==> config.mk <==
export PLATFORM = sky130hd
export DESIGN_NAME = msx_slot_responder
export DESIGN_NICKNAME = d
export VERILOG_FILES = /design/src/rtl/msx_slot_responder.sv
export SDC_FILE = /design/constraint.sdc
export NUM_CORES = 1
export LEC_CHECK = 0
export CORE_ASPECT_RATIO = 2
export CORE_MARGIN = 8
export CORE_UTILIZATION = 42
export CTS_BUF_LIST = sky130_fd_sc_hd__clkbuf_8
export DETAILED_ROUTE_END_ITERATION = 10
export PLACE_DENSITY = 0.78
export SLEW_MARGIN = 30
export SYNTH_ARGS = -nofsm -noshare
export SYNTH_HDL_FRONTEND = slang
export SYNTH_SLANG_ARGS = --single-unit
==> constraint.sdc <==
create_clock -name clk -period 1.8 [get_ports clk]
set_input_delay 0.36 -clock clk [delete_from_list [all_inputs] [get_ports clk]]
set_output_delay 0.36 -clock clk [all_outputs]
set_load 0.03 [all_outputs]
==> src/rtl/msx_slot_responder.sv <==
// MSX cartridge slot responder.
// Synchronizes the host bus strobes, detects one memory or IO access per host
// cycle, forwards it as a single valid/ready request to the internal device
// bus, returns read data toward the host and stretches the host cycle with
// /WAIT while the internal side has not answered.
module msx_slot_responder #(
   parameter int TIMEOUT_CYCLES = 255,
   parameter bit IO_ENABLE      = 1'b1
) (
   input  logic        clk,
   input  logic        reset,
   input  logic        slot_sltsl_n,
   input  logic        slot_merq_n,
   input  logic        slot_iorq_n,
   input  logic        slot_rd_n,
   input  logic        slot_wr_n,
   input  logic [15:0] slot_a,
   input  logic [7:0]  slot_d_in,
   output logic [7:0]  slot_d_out,
   output logic        slot_d_dir,
   output logic        slot_wait,
   output logic        bus_valid,
   input  logic        bus_ready,
   output logic        bus_memory,
   output logic        bus_write,
   output logic [15:0] bus_address,
   output logic [7:0]  bus_wdata,
   input  logic [7:0]  bus_rdata
);

   // Last counter value inside REQ; the request is held for exactly
   // TIMEOUT_CYCLES clocks before being abandoned.
   localparam logic [7:0] TMO_LAST = 8'(TIMEOUT_CYCLES - 1);

   typedef enum logic [1:0] {
      S_IDLE,
      S_REQ,
      S_DRIVE,
      S_END
   } state_t;

   state_t      state;

   // Strobe order inside the synchronizer: {sltsl, merq, iorq, rd, wr}
   logic [4:0]  strb_p0;
   logic [4:0]  strb_p1;

   logic        sltsl_s;
   logic        merq_s;
   logic        iorq_s;
   logic        rd_s;
   logic        wr_s;

   logic        mem_rd;
   logic        mem_wr;
   logic        io_rd;
   logic        io_wr;
   logic        conflict;
   logic        access;
   logic        access_prev;
   logic        start;

   logic [7:0]  tmo_cnt;
   logic        released;
   logic        released_now;
   logic        handshake;
   logic        timed_out;

   // Two-flop synchronizer for the asynchronous host strobes. It carries no
   // reset so that it keeps tracking the pins while reset is held; this lets
   // access_prev see a strobe that is already active when reset releases.
   always_ff @(posedge clk) begin
      strb_p0 <= {slot_sltsl_n, slot_merq_n, slot_iorq_n, slot_rd_n, slot_wr_n};
      strb_p1 <= strb_p0;
   end

   assign sltsl_s = strb_p1[4];
   assign merq_s  = strb_p1[3];
   assign iorq_s  = strb_p1[2];
   assign rd_s    = strb_p1[1];
   assign wr_s    = strb_p1[0];

   // Access decode on the synchronized strobes; contradictory strobe
   // combinations are treated as no access at all.
   always_comb begin
      mem_rd   = ~sltsl_s & ~merq_s & ~rd_s & wr_s;
      mem_wr   = ~sltsl_s & ~merq_s & ~wr_s & rd_s;
      io_rd    = ~iorq_s & ~rd_s & wr_s & IO_ENABLE;
      io_wr    = ~iorq_s & ~wr_s & rd_s & IO_ENABLE;
      conflict = (~rd_s & ~wr_s) | (~merq_s & ~iorq_s);
      access   = ~conflict & (mem_rd | mem_wr | io_rd | io_wr);
      start    = access & ~access_prev;
   end

   // REQ-state decisions: a strobe released at any point during REQ means the
   // host no longer waits for data, so nothing is driven afterwards.
   always_comb begin
      released_now = released | ~access;
      handshake    = bus_valid & bus_ready;
      timed_out    = ~handshake & (tmo_cnt == TMO_LAST);
   end

   // Edge history of the decoded access; reset to 1 so a strobe held active
   // across reset release does not start a request.
   always_ff @(posedge clk) begin
      if (reset) begin
         access_prev <= 1'b1;
      end else begin
         access_prev <= access;
      end
   end

   // Main control FSM with registered bus and slot outputs.
   always_ff @(posedge clk) begin
      if (reset) begin
         state       <= S_IDLE;
         slot_d_out  <= 8'hFF;
         slot_d_dir  <= 1'b0;
         slot_wait   <= 1'b0;
         bus_valid   <= 1'b0;
         bus_memory  <= 1'b0;
         bus_write   <= 1'b0;
         bus_address <= 16'h0000;
         bus_wdata   <= 8'h00;
         tmo_cnt     <= 8'h00;
         released    <= 1'b0;
      end else begin
         case (state)
            S_IDLE: begin
               if (start) begin
                  if (mem_rd | mem_wr) begin
                     bus_address <= slot_a;
                  end else begin
                     bus_address <= {8'h00, slot_a[7:0]};
                  end
                  bus_wdata  <= slot_d_in;
                  bus_memory <= mem_rd | mem_wr;
                  bus_write  <= mem_wr | io_wr;
                  bus_valid  <= 1'b1;
                  tmo_cnt    <= 8'h00;
                  released   <= 1'b0;
                  state      <= S_REQ;
               end
            end

            S_REQ: begin
               released <= released_now;
               if (handshake) begin
                  bus_valid <= 1'b0;
                  slot_wait <= 1'b0;
                  if (bus_write | released_now) begin
                     state <= S_END;
                  end else begin
                     slot_d_out <= bus_rdata;
                     slot_d_dir <= 1'b1;
                     state      <= S_DRIVE;
                  end
               end else if (timed_out) begin
                  // Abandoned access: a waiting read still gets an
                  // open-bus value so the host cycle can complete.
                  bus_valid <= 1'b0;
                  slot_wait <= 1'b0;
                  if (bus_write | released_now) begin
                     state <= S_END;
                  end else begin
                     slot_d_out <= 8'hFF;
                     slot_d_dir <= 1'b1;
                     state      <= S_DRIVE;
                  end
               end else begin
                  tmo_cnt   <= tmo_cnt + 8'd1;
                  slot_wait <= 1'b1;
               end
            end

            S_DRIVE: begin
               if (rd_s) begin
                  slot_d_dir <= 1'b0;
                  state      <= S_END;
               end
            end

            S_END: begin
               if (!access) begin
                  state <= S_IDLE;
               end
            end

            default: begin
               state <= S_IDLE;
            end
         endcase
      end
   end

endmodule

==> impl_metrics.json <==
{
  "cp_num_buf_inv": 2,
  "setup-tns-final_ns": -1.02,
  "cts_hold_buffers": 0,
  "cp_slowest_stage_delay_ns": 0.36,
  "synth-simple-area-share": 0.205,
  "syn_to_final_growth_pct": 60.6,
  "async_flop_share": 0,
  "post-place-ws_ns": -0.192,
  "setup_violations": 11,
  "rr_startpoint": "tmo_cnt[0]",
  "remaining_drc_errors": 0,
  "critical_path_class": "reg2reg",
  "hp-start": "strb_p0[4]",
  "gp_congestion": 0.824,
  "synth_area_mm2": 0.00227,
  "io_pins": 77,
  "io_buffers": 76,
  "p_sw_frac": 0.293,
  "die_x_um": 68.0,
  "fin_cells": 428,
  "antenna_cells": 0,
  "fillers": 429,
  "synth_fp_nets": 298,
  "fin_skew_ns": 0.00574,
  "synth_top_family_by_area": "simple AND/OR/NAND/NOR gates",
  "pwr-share-comb": 0.294,
  "hold_path.class": "reg2reg",
  "vdd_drop_max_v": 0.000935,
  "worst_slew_pin_slew_ns": 0.379,
  "clock_path_buffers": 2,
  "power.density_mw_per_mm2": 937,
  "die_h_um": 120,
  "cap_violations": 0,
  "violations": "setup timing",
  "internal_power_mw": 2.41,
  "cp_slowest_cell": "o211ai_1",
  "grt_pass1_wl_um": 9720,
  "required_ns": 2.04,
  "grt_max_degree": 34,
  "routedWlPerCell_um": 14.9,
  "rsz0062_at_grt": "true",
  "synth_compound_area_frac": 0.196,
  "synth-seq-cells": 59,
  "critPathLaunch": "tmo_cnt[0]",
  "start_kind": "register",
  "clkTransAtPathRegs_ns": 0.06,
  "cp_cell_sequence": "inv_1, ha_1, nand3_1, o211ai_1, buf_4, a21boi_4, a41oi_1, a311oi_1",
  "die-area_mm2": 0.00815,
  "synth-main-ff-cell": "dfxtp_1",
  "synth_xor_area_frac": 0.0116,
  "stdcell_area_mm2": 0.00364,
  "yosys_warnings": 0,
  "ant_nets": 0,
  "cts_max_level": 3,
  "synth_cell_types": 38,
  "final_common_cell": "clkdlybuf4s50_1",
  "via_per_inst": 5.10,
  "initial_core_util": 0.426,
  "period_minus_slack_ns": 1.95,
  "wl_um": 6360,
  "drtIter0Drc": 166,
  "multi_input_area_mm2": 0.00114,
  "place_inst": 405,
  "layout_setup_ws_ns": -0.149,
  "final_nets": 410,
  "grt_overflow": 0,
  "tritoncts": "done",
  "slew_violations": 0,
  "endpoint_kind": "register",
  "cts_root_buf": "clkbuf_8",
  "power_frac_seq": 0.413,
  "cp_top_family": "compound AO/OA/AOI/OAI gates",
  "p_leak_nw": 1.41,
  "vias": 2184,
  "rows": 38,
  "grt_use_total": 0.151,
  "synth_seq_area_share": 0.521,
  "grt_pass1_vias": 2198,
  "clkPwrFrac": 0.293,
  "place_area_mm2": 0.00329,
  "cts_buffers": 9,
  "synth_fa_ha_area_frac": 0.0386,
  "clk_latency_ns": 0.33,
  "drive_gt1_frac": 0.223,
  "regArea_mm2": 0.00119,
  "fmax_mhz": 513,
  "syn_area_per_cell_um2": 9.03,
  "firstDrtPassIters": 4,
  "hold_violations": 0,
  "status": "finished, violations left",
  "clock-sinks": 59,
  "synthCells": 251,
  "switchingPower_mw": 1.00,
  "antenna_found_initial": 0,
  "final_cell_mix": "clkdlybuf4s50_1, dfxtp_1, nand2_1",
  "hpwl_um": 4450,
  "crit_path_max_fanout": 3,
  "synthMuxAreaShare": 0,
  "synth-edff-count": 0,
  "arrival_ns": 2.19,
  "period_share": 1.08,
  "relSlewSlack": 0.747,
  "core_area_mm2": 0.00533
}
[repair_timing]
| item | in CTS | in global routing |
|---|---|---|
| pin swaps | 4 | 14 |
| endpoints found under the setup margin | 11 | 48 |
| cloned | 0 | 1 |
| buffers inserted | 0 | 6 |
| gates resized for setup | 5 | 29 |
| endpoints found under the hold margin | 0 | 0 |
[worst register-to-register path, cell delays in order, from the launching register on]
cell      delay [ns]
dfxtp_1         0.31
inv_1           0.05
ha_1            0.17
nand3_1         0.11
o211ai_1        0.36
buf_4           0.21
a21boi_4        0.22
a41oi_1         0.17
a311oi_1        0.26
[cell usage after synthesis, types with 7 or more instances]
library cell	instances	area, µm²
dfxtp_1	59	1180
nand2_1	40	150
a21oi_1	31	155
nor2_1	13	48.8
nor2b_1	10	62.6
a22oi_1	9	67.6
clkbuf_1	9	33.8
nor3_1	9	45.0
o21bai_1	8	60.1
ha_1	7	87.6
inv_1	7	26.3
[metal layers]
metal  wire, µm  vias up  track usage
met3        598        8       0.0560
met4         99        0       0.0723
li1           -     1098            -
met5          0        -            0
met2       3170       76        0.246
met1       2490     1002        0.163
[worst paths after layout]
check	end	slack [ns]	cells past startpoint
worst max register to register	slot_d_dir	-0.15	8
worst min register to register	strb_p1[4]	0.33	0
worst max-delay path	slot_d_dir	-0.15	8
worst min-delay path	strb_p1[4]	0.33	0
[flip-flops by register name, summed over array words and instances, names as in the netlist, 2 cells and up]
| name | flops |
|---|---|
| state | 2 |
| slot_d_out | 8 |
| bus_wdata | 8 |
| strb_p0 | 5 |
| strb_p1 | 5 |
| bus_address | 16 |
| tmo_cnt | 8 |
[logic make-up (layout without fill, tap and decap cells)]
kind of cell,Yosys count,count (layout)
simple gates,96,96
compound gates,69,69
flops,59,59
buf+inv,17,134
fa+ha+maj,7,7
xor+xnor,3,3
[final cells by class]
cell class,instances,area share
Clock buffer,10,0.0378
Clock inverter,6,0.00893
Inverter,7,0.00722
Multi-Input combinational cell,175,0.313
Sequential cell,59,0.326
Tap cell,60,0.0206
Timing Repair Buffer,111,0.286
[power groups by stage]
stage / Combinational, mW / Clock (mW) / Sequential, mW
6_report: 1.00 / 1.00 / 1.41
5_1_grt: 1.07 / 1.10 / 1.41
4_1_cts: 0.817 / 1.03 / 1.40
3_5_place_dp: 0.795 / 0 / 1.43
3_3_place_gp: 0.769 / 0 / 1.42
2_1_floorplan: 0.359 / 0 / 1.48
[through the flow]
| stage | total power [mW] | util | hold WS, ns |
|---|---|---|---|
| floorplan | 1.84 | - | 0.310 |
| global placement | 2.19 | 0.619 | 0.310 |
| detailed placement | 2.22 | 0.619 | 0.312 |
| CTS | 3.25 | 0.654 | 0.326 |
| global route | 3.59 | 0.684 | 0.334 |
| finish | 3.41 | 0.684 | 0.326 |
No activity file was read; power rests on OpenSTA's default activity.
